`config.mk`:
```
export PLATFORM = sky130hd
export DESIGN_NAME = draw_mole
export DESIGN_NICKNAME = d
export VERILOG_FILES = /design/src/rtl/draw_mole_pkg.sv /design/src/rtl/mole_lfsr.sv /design/src/rtl/draw_mole.sv
export SDC_FILE = /design/constraint.sdc
export NUM_CORES = 1
export LEC_CHECK = 0
export ABC_AREA = 0
export BUFFER_PORTS_ARGS = -buffer_cell sky130_fd_sc_hd__buf_2
export CAP_MARGIN = 20
export CORE_UTILIZATION = 40
export CTS_CLUSTER_DIAMETER = 150
export DETAILED_ROUTE_END_ITERATION = 7
export PLACE_DENSITY = 0.63
export SLEW_MARGIN = 0
export SYNTH_ARGS = -nofsm -noshare
export SYNTH_HDL_FRONTEND = slang
export SYNTH_SLANG_ARGS = --single-unit
export TNS_END_PERCENT = 100
```
`constraint.sdc`:
```
create_clock -name pclk -period 8.33 [get_ports pclk]
set_clock_uncertainty 0.1 [all_clocks]
set_input_delay 2.0825 -clock pclk [delete_from_list [all_inputs] [get_ports pclk]]
set_output_delay 2.0825 -clock pclk [all_outputs]
set_load 0.1 [all_outputs]
```
`src/rtl/draw_mole_pkg.sv`:
```
// Shared definitions for the whack-a-mole overlay stage: hole geometry,
// FSM state encoding and the hole-pick helper.
package draw_mole_pkg;

  typedef enum logic [1:0] {
    HIDDEN = 2'd0,
    UP     = 2'd1,
    HIT    = 2'd2
  } mole_state_t;

  localparam int          NUM_HOLES    = 9;
  localparam int          LFSR_W       = 8;
  localparam logic [10:0] HOLE_SIZE_D  = 11'd50;
  localparam logic [10:0] HOLE_X0_D    = 11'd185;
  localparam logic [10:0] HOLE_X1_D    = 11'd385;
  localparam logic [10:0] HOLE_X2_D    = 11'd585;
  localparam logic [10:0] HOLE_Y0_D    = 11'd135;
  localparam logic [10:0] HOLE_Y1_D    = 11'd285;
  localparam logic [10:0] HOLE_Y2_D    = 11'd435;

  // Fold a 4-bit random value onto 0..8 and never repeat the current hole.
  function automatic logic [3:0] pick_hole(input logic [3:0] rnd, input logic [3:0] cur);
    logic [3:0] v;
    v = rnd;
    if (v >= 4'd9) begin
      v = v - 4'd9;
    end else begin
      v = rnd;
    end
    if (v == cur) begin
      v = (v == 4'd8) ? 4'd0 : v + 4'd1;
    end else begin
      v = v;
    end
    return v;
  endfunction

endpackage

```
`src/rtl/mole_lfsr.sv`:
```
// Free-running 8-bit Fibonacci LFSR, x^8+x^6+x^5+x^4+1, seedable on reset.
module mole_lfsr
  import draw_mole_pkg::*;
#(
  parameter logic [LFSR_W-1:0] SEED = 8'hA5
) (
  input  logic              pclk,
  input  logic              rst,
  output logic [LFSR_W-1:0] q
);

  logic [LFSR_W-1:0] lfsr_r;
  logic              fb_s;

  assign fb_s = lfsr_r[7] ^ lfsr_r[5] ^ lfsr_r[4] ^ lfsr_r[3];
  assign q    = lfsr_r;

  // Shift register, advancing every pixel clock.
  always_ff @(posedge pclk) begin
    if (rst) begin
      lfsr_r <= SEED;
    end else begin
      lfsr_r <= {lfsr_r[6:0], fb_s};
    end
  end

endmodule

```
`src/rtl/draw_mole.sv`:
```
// Whack-a-mole game FSM plus mole overlay; forwards the VGA timing bus
// with one cycle of latency.
module draw_mole
  import draw_mole_pkg::*;
#(
  parameter logic [10:0] HOLE_SIZE   = HOLE_SIZE_D,
  parameter logic [10:0] HOLE_X0     = HOLE_X0_D,
  parameter logic [10:0] HOLE_X1     = HOLE_X1_D,
  parameter logic [10:0] HOLE_X2     = HOLE_X2_D,
  parameter logic [10:0] HOLE_Y0     = HOLE_Y0_D,
  parameter logic [10:0] HOLE_Y1     = HOLE_Y1_D,
  parameter logic [10:0] HOLE_Y2     = HOLE_Y2_D,
  parameter logic [11:0] MOLE_CLR    = 12'h852,
  parameter logic [11:0] HIT_CLR     = 12'hF00,
  parameter int          UP_FRAMES   = 45,
  parameter int          DOWN_FRAMES = 30,
  parameter int          HIT_FRAMES  = 15,
  parameter logic [7:0]  LFSR_SEED   = 8'hA5
) (
  input  logic        pclk,
  input  logic        rst,
  input  logic [10:0] hcount_in,
  input  logic [10:0] vcount_in,
  input  logic        hsync_in,
  input  logic        hblnk_in,
  input  logic        vsync_in,
  input  logic        vblnk_in,
  input  logic [11:0] rgb_in,
  input  logic        whack_valid,
  input  logic [3:0]  whack_hole,
  output logic [10:0] hcount_out,
  output logic [10:0] vcount_out,
  output logic        hsync_out,
  output logic        hblnk_out,
  output logic        vsync_out,
  output logic        vblnk_out,
  output logic [11:0] rgb_out,
  output logic        mole_up,
  output logic [3:0]  mole_hole,
  output logic        hit_out,
  output logic        miss_out
);

  localparam logic [15:0] UP_LAST   = 16'(UP_FRAMES - 1);
  localparam logic [15:0] DOWN_LAST = 16'(DOWN_FRAMES - 1);
  localparam logic [15:0] HIT_LAST  = 16'(HIT_FRAMES - 1);

  mole_state_t state_r, state_s, shadow_state_r;
  logic [15:0] cnt_r, cnt_s;
  logic [3:0]  hole_s, shadow_hole_r;
  logic        hit_s, miss_s;
  logic        vblnk_prev_r, frame_tick_s, whack_ok_s;
  logic [7:0]  lfsr_s;
  logic        lfsr_unused_s;
  logic [10:0] hole_x_s, hole_y_s;
  logic        inside_s;
  logic [11:0] pix_s;

  mole_lfsr #(.SEED(LFSR_SEED)) u_lfsr (
    .pclk (pclk),
    .rst  (rst),
    .q    (lfsr_s)
  );

  assign lfsr_unused_s = ^lfsr_s[7:4];
  assign frame_tick_s  = vblnk_in & ~vblnk_prev_r;
  assign whack_ok_s    = whack_valid && (whack_hole < 4'd9) && (whack_hole == mole_hole);

  // Next-state logic; a correct whack outranks a simultaneous timeout.
  always_comb begin
    state_s = state_r;
    cnt_s   = cnt_r;
    hole_s  = mole_hole;
    hit_s   = 1'b0;
    miss_s  = 1'b0;
    case (state_r)
      HIDDEN: begin
        if (frame_tick_s && (cnt_r == DOWN_LAST)) begin
          state_s = UP;
          cnt_s   = 16'd0;
          hole_s  = pick_hole(lfsr_s[3:0], mole_hole);
        end else if (frame_tick_s) begin
          cnt_s = cnt_r + 16'd1;
        end else begin
          cnt_s = cnt_r;
        end
      end
      UP: begin
        if (whack_ok_s) begin
          state_s = HIT;
          cnt_s   = 16'd0;
          hit_s   = 1'b1;
        end else if (frame_tick_s && (cnt_r == UP_LAST)) begin
          state_s = HIDDEN;
          cnt_s   = 16'd0;
          miss_s  = 1'b1;
        end else if (frame_tick_s) begin
          cnt_s = cnt_r + 16'd1;
        end else begin
          cnt_s = cnt_r;
        end
      end
      HIT: begin
        if (frame_tick_s && (cnt_r == HIT_LAST)) begin
          state_s = HIDDEN;
          cnt_s   = 16'd0;
        end else if (frame_tick_s) begin
          cnt_s = cnt_r + 16'd1;
        end else begin
          cnt_s = cnt_r;
        end
      end
      default: begin
        state_s = HIDDEN;
        cnt_s   = 16'd0;
      end
    endcase
  end

  // FSM registers, event pulses and the per-frame display shadow.
  always_ff @(posedge pclk) begin
    if (rst) begin
      state_r        <= HIDDEN;
      cnt_r          <= 16'd0;
      mole_hole      <= 4'd0;
      mole_up        <= 1'b0;
      hit_out        <= 1'b0;
      miss_out       <= 1'b0;
      vblnk_prev_r   <= 1'b0;
      shadow_state_r <= HIDDEN;
      shadow_hole_r  <= 4'd0;
    end else begin
      state_r      <= state_s;
      cnt_r        <= cnt_s;
      mole_hole    <= hole_s;
      mole_up      <= (state_s == UP);
      hit_out      <= hit_s;
      miss_out     <= miss_s;
      vblnk_prev_r <= vblnk_in;
      // Shadow holds what was live during the frame just finished.
      if (frame_tick_s) begin
        shadow_state_r <= state_r;
        shadow_hole_r  <= mole_hole;
      end else begin
        shadow_state_r <= shadow_state_r;
        shadow_hole_r  <= shadow_hole_r;
      end
    end
  end

  // Map the shadow hole index (row*3+col) to its square's corner.
  always_comb begin
    hole_x_s = HOLE_X0;
    hole_y_s = HOLE_Y0;
    case (shadow_hole_r)
      4'd0, 4'd3, 4'd6: hole_x_s = HOLE_X0;
      4'd1, 4'd4, 4'd7: hole_x_s = HOLE_X1;
      4'd2, 4'd5, 4'd8: hole_x_s = HOLE_X2;
      default:          hole_x_s = HOLE_X0;
    endcase
    case (shadow_hole_r)
      4'd0, 4'd1, 4'd2: hole_y_s = HOLE_Y0;
      4'd3, 4'd4, 4'd5: hole_y_s = HOLE_Y1;
      4'd6, 4'd7, 4'd8: hole_y_s = HOLE_Y2;
      default:          hole_y_s = HOLE_Y0;
    endcase
  end

  assign inside_s = (hcount_in >= hole_x_s) && (hcount_in <= hole_x_s + HOLE_SIZE) &&
                    (vcount_in >= hole_y_s) && (vcount_in <= hole_y_s + HOLE_SIZE);

  // Pixel compositing, blanking first.
  always_comb begin
    pix_s = rgb_in;
    if (hblnk_in || vblnk_in) begin
      pix_s = 12'h000;
    end else if ((shadow_state_r == UP) && inside_s) begin
      pix_s = MOLE_CLR;
    end else if ((shadow_state_r == HIT) && inside_s) begin
      pix_s = HIT_CLR;
    end else begin
      pix_s = rgb_in;
    end
  end

  // One-cycle delay of the timing bus alongside the composited pixel.
  always_ff @(posedge pclk) begin
    if (rst) begin
      hcount_out <= 11'd0;
      vcount_out <= 11'd0;
      hsync_out  <= 1'b0;
      hblnk_out  <= 1'b0;
      vsync_out  <= 1'b0;
      vblnk_out  <= 1'b0;
      rgb_out    <= 12'h000;
    end else begin
      hcount_out <= hcount_in;
      vcount_out <= vcount_in;
      hsync_out  <= hsync_in;
      hblnk_out  <= hblnk_in;
      vsync_out  <= vsync_in;
      vblnk_out  <= vblnk_in;
      rgb_out    <= pix_s;
    end
  end

endmodule

```
Word level (Yosys, flattened, before mapping)
Memories as Yosys holds them, arrays and structs flattened. A register that Yosys moved wholly into a read port is not among the register bits.
Index checks and enable logic that the tools add are counted.
- bits in registers: 77
- latch bits: 0
- bits in writable memories: 0
- memory bits (read-only): 224
- input bits: 45
- output and inout bits: 45
- memories: 2
- memory list (name ; depth ; width ; rd ports ; clocked after memory_dff ; write ports ; RTL line ; source):
    (no name shown) ; 16 ; 7 ; 1 ; 1 ; 0 ; draw_mole.sv:155 ; case (shadow_hole_r)
    (no name shown) ; 16 ; 7 ; 1 ; 1 ; 0 ; draw_mole.sv:161 ; case (shadow_hole_r)
- $add $sub $neg: 5
- $mul: 0
- divide/modulo/power cells: 0
- order comparisons: 6
- eq/ne operators: 11
- shifts and indexed selects: 0
- muxes and demuxes: 24
- bitwise gates (word level): 6
- reduce and logical (&&, ||, !) cells: 18
- operators with widths (kind ; count):
    $mux 16 ; 5
    $pmux 16 s3 ; 1
    $mux 4 ; 9
    $mux 12 ; 2
    $add 11x6->11 const B ; 2
    $ge 11x11->1 ; 2
    $le 11x11->1 ; 2
    $add 16x1->16 const B ; 1
    $eq 16x4->1 const B ; 1
    $eq 16x5->1 const B ; 1
    $eq 16x6->1 const B ; 1
    $logic_and 1x1->1 ; 10
    $eq 4x4->1 ; 2
    $mux 2 ; 4
    $eq 2x1->1 const B ; 3
    $pmux 2 s3 ; 1
    $reduce_or 3->1 ; 2
    $add 4x1->4 const B ; 1
    $eq 2x2->1 const B ; 2
    $eq 4x4->1 const B ; 1
    $ge 4x4->1 const B ; 1
    $lt 4x4->1 const B ; 1
    $reduce_or 2->1 ; 2
    $reduce_or 4->1 ; 1
    8 further kinds ; 12

Logic depth before layout (Yosys ltp)
Gate-level depths: netlist of run 1.
- depth after elaboration: 8
- mapped depth: 12
- gate-level depth less buffers: 12

Hierarchy
Synthesis of run 1 repeated with hierarchy kept, for this count alone.
- cell total of the unflattened synthesis: 461
- area, all modules: 4381.7 µm²
- by module, submodules not included (module ; times used ; cells an instance ; area an instance (µm²)):
    draw_mole ; 1 ; 442 ; 4145.2
    mole_lfsr ; 1 ; 19 ; 236.5

Worst setup path before layout of run 1
OpenSTA, ideal clock, no wires.
- path type: input-to-reg
- from: input port vcount_in[8]
- to: register rgb_out[0]
- data arrival time: 3.850 ns
- setup slack: 4.265 ns
- stages: 7
- path buffers: 0
- path through: ha_1 -> a2111o_1 -> a211oi_2 -> a211oi_1 -> a2111oi_4 -> a21oi_2 -> and2_1
- cells in the longest elaborated chain, start to end: 5
- elaborated cells between the ends (all ways): 7
- those cells by class: 2 x order compare; 5 x reduce/logical
- RTL lines (item ; RTL line ; source):
    start, declared ; draw_mole.sv:23 ; input logic [10:0] vcount_in,
    $ge 11x11->1 ; draw_mole.sv:170 ; (vcount_in >= hole_y_s) && (vcount_in <= hole_y_s + HOLE_SIZE);
    $logic_and 1x1->1 ; draw_mole.sv:169 ; assign inside_s = (hcount_in >= hole_x_s) && (hcount_in <= hole_x_s + HOLE_SIZE) &&
    $logic_and 1x1->1 * ; draw_mole.sv:170 ;
    $logic_and 1x1->1, on equally long branches ; draw_mole.sv:177, draw_mole.sv:179 ;
    $reduce_or 4->1 (no source line) * ; - ;
    end signal, assigned ; draw_mole.sv:203 ; rgb_out <= pix_s;
    end, declared ; draw_mole.sv:37 ; output logic [11:0] rgb_out,
Mark *: on every way between the ends. The rest lies on a longest branch, timed or not.
A chain may end at the register's enable or synchronous reset.

Final worst setup path of run 1
- from: input port vcount_in[8]
- to: register rgb_out[9]
- cells in the longest elaborated chain, start to end: 5
- elaborated cells between the ends (all ways): 8
- those cells by class: 2 x order compare; 1 x mux; 5 x reduce/logical
- RTL lines (item ; RTL line):
    $ge 11x11->1 ; draw_mole.sv:170
    $logic_and 1x1->1 ; draw_mole.sv:169
    $logic_and 1x1->1 * ; draw_mole.sv:170
    $logic_and 1x1->1, on equally long branches ; draw_mole.sv:177, draw_mole.sv:179
    $reduce_or 3->1 (no source line) or $mux 12 (tied branches) ; -
Marked as above.

==> results of run 1 <==
==> flip-flops by register name, indices dropped and copies added (netlist names), 4 cells and up <==
| register | cells |
|---|---|
| cnt_r | 16 |
| hcount_out | 11 |
| hole_x_s | 5 |
| hole_y_s | 5 |
| mole_hole | 4 |
| rgb_out | 12 |
| shadow_hole_r | 4 |
| u_lfsr.q | 8 |
| vcount_out | 11 |
==> power by group <==
part | switching [mW] | internal (mW) | total (mW) | leakage [nW]
Clock | 0.153 | 0.231 | 0.384 | 0.134
Sequential | 0.00678 | 0.429 | 0.436 | 0.712
Combinational | 0.120 | 0.0467 | 0.167 | 1.43
==> per-layer routing <==
| metal | up-vias | global-route usage [%] |
|---|---|---|
| met5 | - | 0 |
| met4 | 0 | 6.845 |
| met3 | 9 | 3.188 |
| met2 | 67 | 27.64 |
| met1 | 1613 | 19.44 |
| li1 | 1798 | - |
==> stage by stage <==
stage / cell area, sq um / setup slack (ps)
4_1_cts: 5181 / 4249
3_3_place_gp: 4910 / 3938
5_1_grt: 5181 / 4108
6_report: 5181 / 4258
3_5_place_dp: 4915 / 3866
2_1_floorplan: 4339 / 4265
==> Yosys cell counts, types with 3 or more instances <==
| master | n | area share, % |
|---|---|---|
| a211o_1 | 4 | 0.81 |
| a31oi_1 | 4 | 0.58 |
| o211ai_1 | 12 | 2.1 |
| a21oi_1 | 17 | 2.0 |
| mux2i_1 | 7 | 1.6 |
| inv_1 | 26 | 2.2 |
| nor4_1 | 3 | 0.43 |
| a311oi_1 | 4 | 0.81 |
| clkbuf_1 | 9 | 0.78 |
| o21a_1 | 6 | 1.0 |
| and3_1 | 4 | 0.58 |
| and2_1 | 6 | 0.87 |
| or2_2 | 7 | 1.0 |
| a211oi_1 | 7 | 1.2 |
| a21oi_2 | 3 | 0.61 |
| xor2_1 | 15 | 3.0 |
| nor2_1 | 42 | 3.6 |
| nand3_1 | 11 | 1.3 |
| or3_1 | 3 | 0.43 |
| nand2b_1 | 7 | 1.0 |
| nand4_1 | 11 | 1.6 |
| o21ai_0 | 9 | 1.0 |
| ha_1 | 44 | 13 |
| nand2_1 | 16 | 1.4 |
| nor3_1 | 8 | 0.92 |
| dfxtp_1 | 87 | 40 |
| and4_1 | 3 | 0.61 |
| nor2b_1 | 34 | 4.9 |
| xnor2_1 | 19 | 3.8 |
| buf_2 | 3 | 0.35 |
==> worst reg2reg max path: cells and delay by family (launching register included) <==
family | cells | cell delay, ps
xor gates and xnor gates | 1 | 120
buffers and inverters | 1 | 120
AOI/OAI and AO/OA | 6 | 1430
adders and majority gates | 2 | 540
and+or+nand+nor | 2 | 310
DFF | 1 | 450
==> cell type report <==
type | instances | area, sq um
fillers | 973 | 5235
multi-input cells | 334 | 2444
flip-flops and latches | 87 | 1742
repair buffers | 91 | 457.9
well taps | 136 | 170.2
clock inverters | 7 | 142.6
clock buffers | 9 | 123.9
inverters | 27 | 101.3
==> kinds of logic (layout without fill, tap and decap cells) <==
group / count (synthesis) / after routing
AO/OA/AOI/OAI: 82 / 82
XOR/XNOR: 34 / 34
adder cells (fa/ha/maj): 44 / 44
buffers and inverters: 40 / 134
flip-flops: 87 / 87
multiplexers: 7 / 7
AND/OR/NAND/NOR: 167 / 167
==> cells in the final DEF, fill, tap and decap left out, types with 3 or more instances in the layout <==
| cell type | count |
|---|---|
| a211oi_1 | 7 |
| dfxtp_1 | 87 |
| ha_1 | 44 |
| and2_1 | 6 |
| o21ai_0 | 9 |
| mux2i_1 | 7 |
| nand3_1 | 11 |
| nor4_1 | 3 |
| nor2_1 | 42 |
| xnor2_1 | 19 |
| o21a_1 | 6 |
| a21oi_1 | 17 |
| nand2b_1 | 7 |
| inv_1 | 26 |
| nor2b_1 | 34 |
| bufinv_16 | 4 |
| or2_2 | 7 |
| nand4_1 | 11 |
| buf_2 | 90 |
| clkbuf_8 | 9 |
| or3_1 | 3 |
| nor3_1 | 8 |
| a21oi_2 | 3 |
| and4_1 | 3 |
| a31oi_1 | 4 |
| a311oi_1 | 4 |
| a211o_1 | 4 |
| nand2_1 | 16 |
| xor2_1 | 15 |
| o211ai_1 | 12 |
| and3_1 | 4 |
==> how the worst min path moves through the flow <==
stage           startpoint           to  slack (ps)
2_1_floorplan  u_lfsr.q[6]  u_lfsr.q[7]         290
3_3_place_gp   u_lfsr.q[6]  u_lfsr.q[7]         300
3_5_place_dp   u_lfsr.q[6]  u_lfsr.q[7]         310
4_1_cts        u_lfsr.q[6]  u_lfsr.q[7]         330
5_1_grt        u_lfsr.q[6]  u_lfsr.q[7]         340
6_report       u_lfsr.q[6]  u_lfsr.q[7]         320
==> results by group, run 1 <==
Logic synthesis
  – Mapped Area: between 0.004 and 0.005 sq mm
  – Number of synthesized register bits: 87
  – Ys flop type: dfxtp_1
  – Post-Synth Simple-Gate Area: 21.28%
  – Main combinational cell family by area after synthesis: simple AND/OR/NAND/NOR gates
  – Post-Synth Adder-Cell Area: 12.69%
  – Xor and xnor area share after synthesis: 6.863%
  – Register area share after synthesis: around two fifths
  – Netlist cell types: 53
  – Syn Inst Count: ~460
  – Post-synthesis mux area share: roughly 1.6%
  – Ys async rst share: 0%
  – Post-synth EDFFs: 0
  – Synth warn: 0
  – Post-synth net total: 550
  – Average size of a mapped cell: roughly 9.4 sq um
  – Compound-gate portion of the synthesized area: 13.87%

Clock network
  – Root Buffer: clkbuf_8
  – Max Buffers Root-to-Sink: 2
  – Clock transition at path regs: around 90 ps
  – Post-CTS Setup Bufs: 0
  – Hold_buf cts: 0
  – Clock sinks: 87
  – Htree depth: 3
  – CTS Buf Count: 9
  – Insertion delay to the later sink of the worst-skew pair: between 300 and 400 ps
  – Cts repair resizes: 0
  – CTS tree: built

Route
  – M1 wire length: 4.088 mm
  – Top layer in use: met4
  – Final wirelength: 8.672 mm
  – DR vias/cell: 5.046
  – First-pass iteration count of the detailed router: 4
  – Routed via count: between 3k and 4k
  – Final ANT Viol Nets: 0
  – Routed wl met2: roughly 4.1 mm
  – 1st-iter DRT viols: around 110
  – DR WL met3: around 370 microns
  – Number of remaining DRC errors: 0
  – Wirelength per Cell: about 13 microns

Worst setup path
  – Crit path DAT: around 4300 ps
  – R2r setup slk: between 5000 and 6000 ps
  – Worst reg2reg path depth: 12
  – CP Capture Point: rgb_out[9]
  – Slowest CP cell: a2111oi_4
  – Cell Chain, Critical Path: buf_2, ha_1, a2111o_1, a211oi_2, a211oi_1, a2111oi_4, nand4_1, o211ai_1
  – Max FO, Critical Path: 10
  – Reg2reg start: hole_x_s[5]
  – Stages on the worst setup path: 8
  – Crit start category: input port
  – Capturing point of the worst reg2reg path: rgb_out[9]
  – Kind of critical path: input port to flop
  – Crit end category: flop
  – CP startpoint: vcount_in[8]
  – Crit path largest cell delay: approximately 650 ps
  – Crit path buf inv count: 1
  – Crit path required time: 8510 ps
  – CP delay by family, top: compound AO/OA/AOI/OAI gates

Floorplan
  – Die Wd: between 100 and 150 microns
  – Number of I/O pins: 90
  – Die span in y: 106.2 microns
  – FP Rows: 37
  – Initial core utilization: 41.66%
  – Core area: about 0.010 sq mm
  – Die footprint: 0.01127 sq mm

Worst hold path
  – Worst hold path class: flop to flop
  – Worst Hold Path Cells: 1

STA
  – Fin crit share: about half
  – Final hold slack: between 300 and 400 ps
  – RSZ-0062 raised after global routing: no
  – Final setup violation count: 0
  – FMAX: ~250 MHz
  – Final hold viol count: 0
  – Max_slew headroom: a little over two fifths
  – Worst Tran Pin Value: around 860 ps
  – Slew Viols, Final: 0
  – Setup TNS: 0 ps
  – Min Tclk post-route: between 4000 and 5000 ps

Global routing
  – Global Route Usage Sum: about 16%
  – First-pass GRT wire length: 14.54 mm
  – Vias in the first global route: about 3.3k
  – GRT overflow: 0
  – Largest net degree at the start of global routing: 53
  – Initial antenna violation count: 0

Finish
  – Nets: 639
  – Finished Layout Cells: ~700
  – Share of cells above drive strength 1: between 20% and 30%
  – Synth-to-Final Area Change: 19.41%
  – Diodes inserted: 0
  – Layout Utilization: about half

Outcome
  – Status: finished, final reports clean

Power and ir drop
  – Maximum VDD drop: 95.38 uV
  – Tot Pwr: around 990 uW
  – PwrDens: about 190 mW/mm^2
  – Lkg Pwr: roughly 2.3 nW

Placement
  – HPWL Detailed: between 6 and 7 mm
  – Number of port buffers: 89
  – Inst Count DP: about 680
  – RePlAce Congestion: about 0.86

Flow run
  – Max-cap viol count: 0
Note: power is estimated with default switching activity, not from simulation.
==> inputs of run 2 (changes only) <==
PLACE_DENSITY = 0.66   (was 0.63)
clock period = 3.6 ns   (was 8.33 ns; I/O delays follow)
==> run 2 against run 1 <==
Compared with the run above: final area decreased by 0.70%; global-route usage decreased by 0.083 points; flip-flop and latch count unchanged; total power increased by 110%; critical path type is now flop to flop; critical endpoint is now rgb_out[6].
==> results by group, run 2 (synthesis results as in run 1) <==
Clock network
  – Insertion delay to the later sink of the worst-skew pair: 360 ps
  – Max Buffers Root-to-Sink: 2
  – CTS tree: built
  – Post-CTS Setup Bufs: 0
  – Cts repair resizes: 0
  – Clock sinks: a little under 90
  – Clock transition at path regs: approximately 80 ps
  – Hold_buf cts: 0
  – CTS Buf Count: 9
  – Root Buffer: clkbuf_8
  – Htree depth: 3

Power and ir drop
  – Part of the power in registers: between 40% and 50%
  – Clock power share: between 30% and 40%
  – PwrDens: 407.9 mW/mm^2
  – Internal Dissipation: between 1 and 1.5 mW
  – Maximum VDD drop: ~160 uV
  – Lkg Pwr: between 2 and 2.5 nW
  – Switching power: 639.5 uW
  – Combinational power share: a little under a fifth
  – Sw Share: between 30% and 40%

Floorplan
  – FP Rows: 37
  – Core area: around 0.010 sq mm
  – Die footprint: approximately 0.011 sq mm
  – Die Wd: around 110 microns
  – Initial core utilization: roughly two fifths
  – Die span in y: roughly 110 microns
  – Number of I/O pins: 90

Worst setup path
  – CP startpoint: hole_x_s[5]
  – R2r setup slk: 330 ps
  – Kind of critical path: flop to flop
  – Crit path largest cell delay: around 630 ps
  – Crit start category: flop
  – Capturing point of the worst reg2reg path: rgb_out[6]
  – Worst reg2reg path depth: 12
  – Slowest CP cell: a2111oi_4
  – Crit path required time: around 3800 ps
  – Cell Chain, Critical Path: inv_1, ha_1, a21oi_1, nor3_1, xnor2_1, ha_1, a21o_1, a211oi_1, a211oi_1, a2111oi_4, nand4_1, o211ai_1
  – Max FO, Critical Path: 10
  – Crit path DAT: around 3500 ps
  – Crit end category: flop
  – Reg2reg start: hole_x_s[5]

STA
  – Setup TNS: 0 ps
  – Final hold viol count: 0
  – Max_slew headroom: around half
  – Final setup violation count: 0
  – FMAX: ~310 MHz
  – Min Tclk post-route: 3274 ps
  – RSZ-0062 raised after global routing: no
  – Worst Tran Pin Value: ~740 ps
  – Fin crit share: between 90% and 100%
  – Slew Viols, Final: 0

Finish
  – Synth-to-Final Area Change: 18.57%
  – Max reg flops: 16
  – Largest register by flop count: cnt_r
  – Multi-input logic area: 0.002444 sq mm
  – Commonest cells after routing, fill and taps aside: buf_2, dfxtp_1, ha_1
  – Design area: slightly above 0.005 sq mm
  – Most common cell after layout, fill and taps aside: buf_2
  – Biggest regs: cnt_r: 16 flops, rgb_out: 12 flops
  – Nets: roughly 640
  – Fill count: between 900 and 1k
  – Share of cells above drive strength 1: 22.76%
  – Sequential Area: between 0.0015 and 0.002 sq mm
  – Diodes inserted: 0

Worst hold path
  – Hold Crit Start: u_lfsr.q[6]
  – Worst hold path class: flop to flop
  – End of the worst hold path: u_lfsr.q[7]
  – Worst Hold Path Cells: 1

Route
  – DR WL met3: around 350 microns
  – Routed wl met2: about 4.1 mm
  – Final ANT Viol Nets: 0
  – M1 wire length: roughly 4.2 mm
  – Top layer in use: met4
  – Wirelength per Cell: 12.66 microns
  – First-pass iteration count of the detailed router: 4
  – 1st-iter DRT viols: around 140
  – Number of remaining DRC errors: 0
  – Routed via count: ~3.5k
  – Final wirelength: 8.783 mm
  – DR vias/cell: between 5 and 6

Placement
  – RePlAce Congestion: ~0.84
  – HPWL Detailed: 6.734 mm
  – Placed Area: 0.004932 sq mm
  – Number of port buffers: 89

Global routing
  – Initial antenna violation count: 0
  – GRT overflow: 0
  – Global Route Usage Sum: approximately 16%
  – First-pass GRT wire length: around 15 mm
  – Largest net degree at the start of global routing: 29
  – Vias in the first global route: 3,361

Outcome
  – Status: finished, final reports clean

Flow run
  – Max-cap viol count: 0
==> run 2: cell types whose count changed in the layout (fill, tap and decap cells not counted) <==
cell,delta
clkinv_2,+1
bufinv_16,-3
clkinvlp_4,+1
clkbuf_8,+2
buf_4,+3
buf_2,-1
inv_6,-2
clkinv_4,+1
clkbuf_2,+1
==> run 2: cell type report <==
class,instances,area share (%)
inverter,27,1.970
clock buffer,11,2.943
clock inverter,5,1.094
sequential,87,33.85
tap,136,3.307
timing repair buffer,94,9.339
multi-input combinational,334,47.50
==> run 2: power groups by stage <==
stage          sequential, mW  clock, mW  combinational [mW]
2_1_floorplan            1.18          0               0.150
3_3_place_gp             1.03          0               0.381
3_5_place_dp             1.03          0               0.389
4_1_cts                  1.01      0.721               0.389
5_1_grt                  1.01      0.766               0.420
6_report                 1.01      0.702               0.388
==> run 2: how the worst max path moves through the flow <==
stage,cells after the start,end
3_5_place_dp,8,rgb_out[6]
5_1_grt,12,rgb_out[1]
2_1_floorplan,7,rgb_out[0]
6_report,12,rgb_out[6]
4_1_cts,12,rgb_out[6]
3_3_place_gp,8,rgb_out[9]
==> run 2: critical path, delay by kind of cell (launching register included) <==
family	cells	cell delay [ps]
simple gates	2	310
xor+xnor	1	130
buf+inv	1	120
flops	1	450
compound gates	6	1550
fa+ha+maj	2	540
==> run 2: routing by layer <==
metal  GRT usage, %  vias to the layer above
met5              0                        -
met3          3.188                       17
met2          27.37                       73
met4          7.440                        0
met1          19.19                     1603
li1               -                     1798
==> run 2: stage by stage <==
stage	utilization (%)	total power [mW]	std cells	hold slack, ps	setup WS, ps
final	49.39	2.099	694	321.8	326.3
after global routing	49.39	2.199	694	346.1	147.4
after CTS	49.35	2.120	693	328.2	328.1
after detailed placement	47.35	1.420	677	306.6	304.5
after global placement	47.35	1.412	677	296.4	378.4
after floorplan	-	1.331	461	289.5	717.8
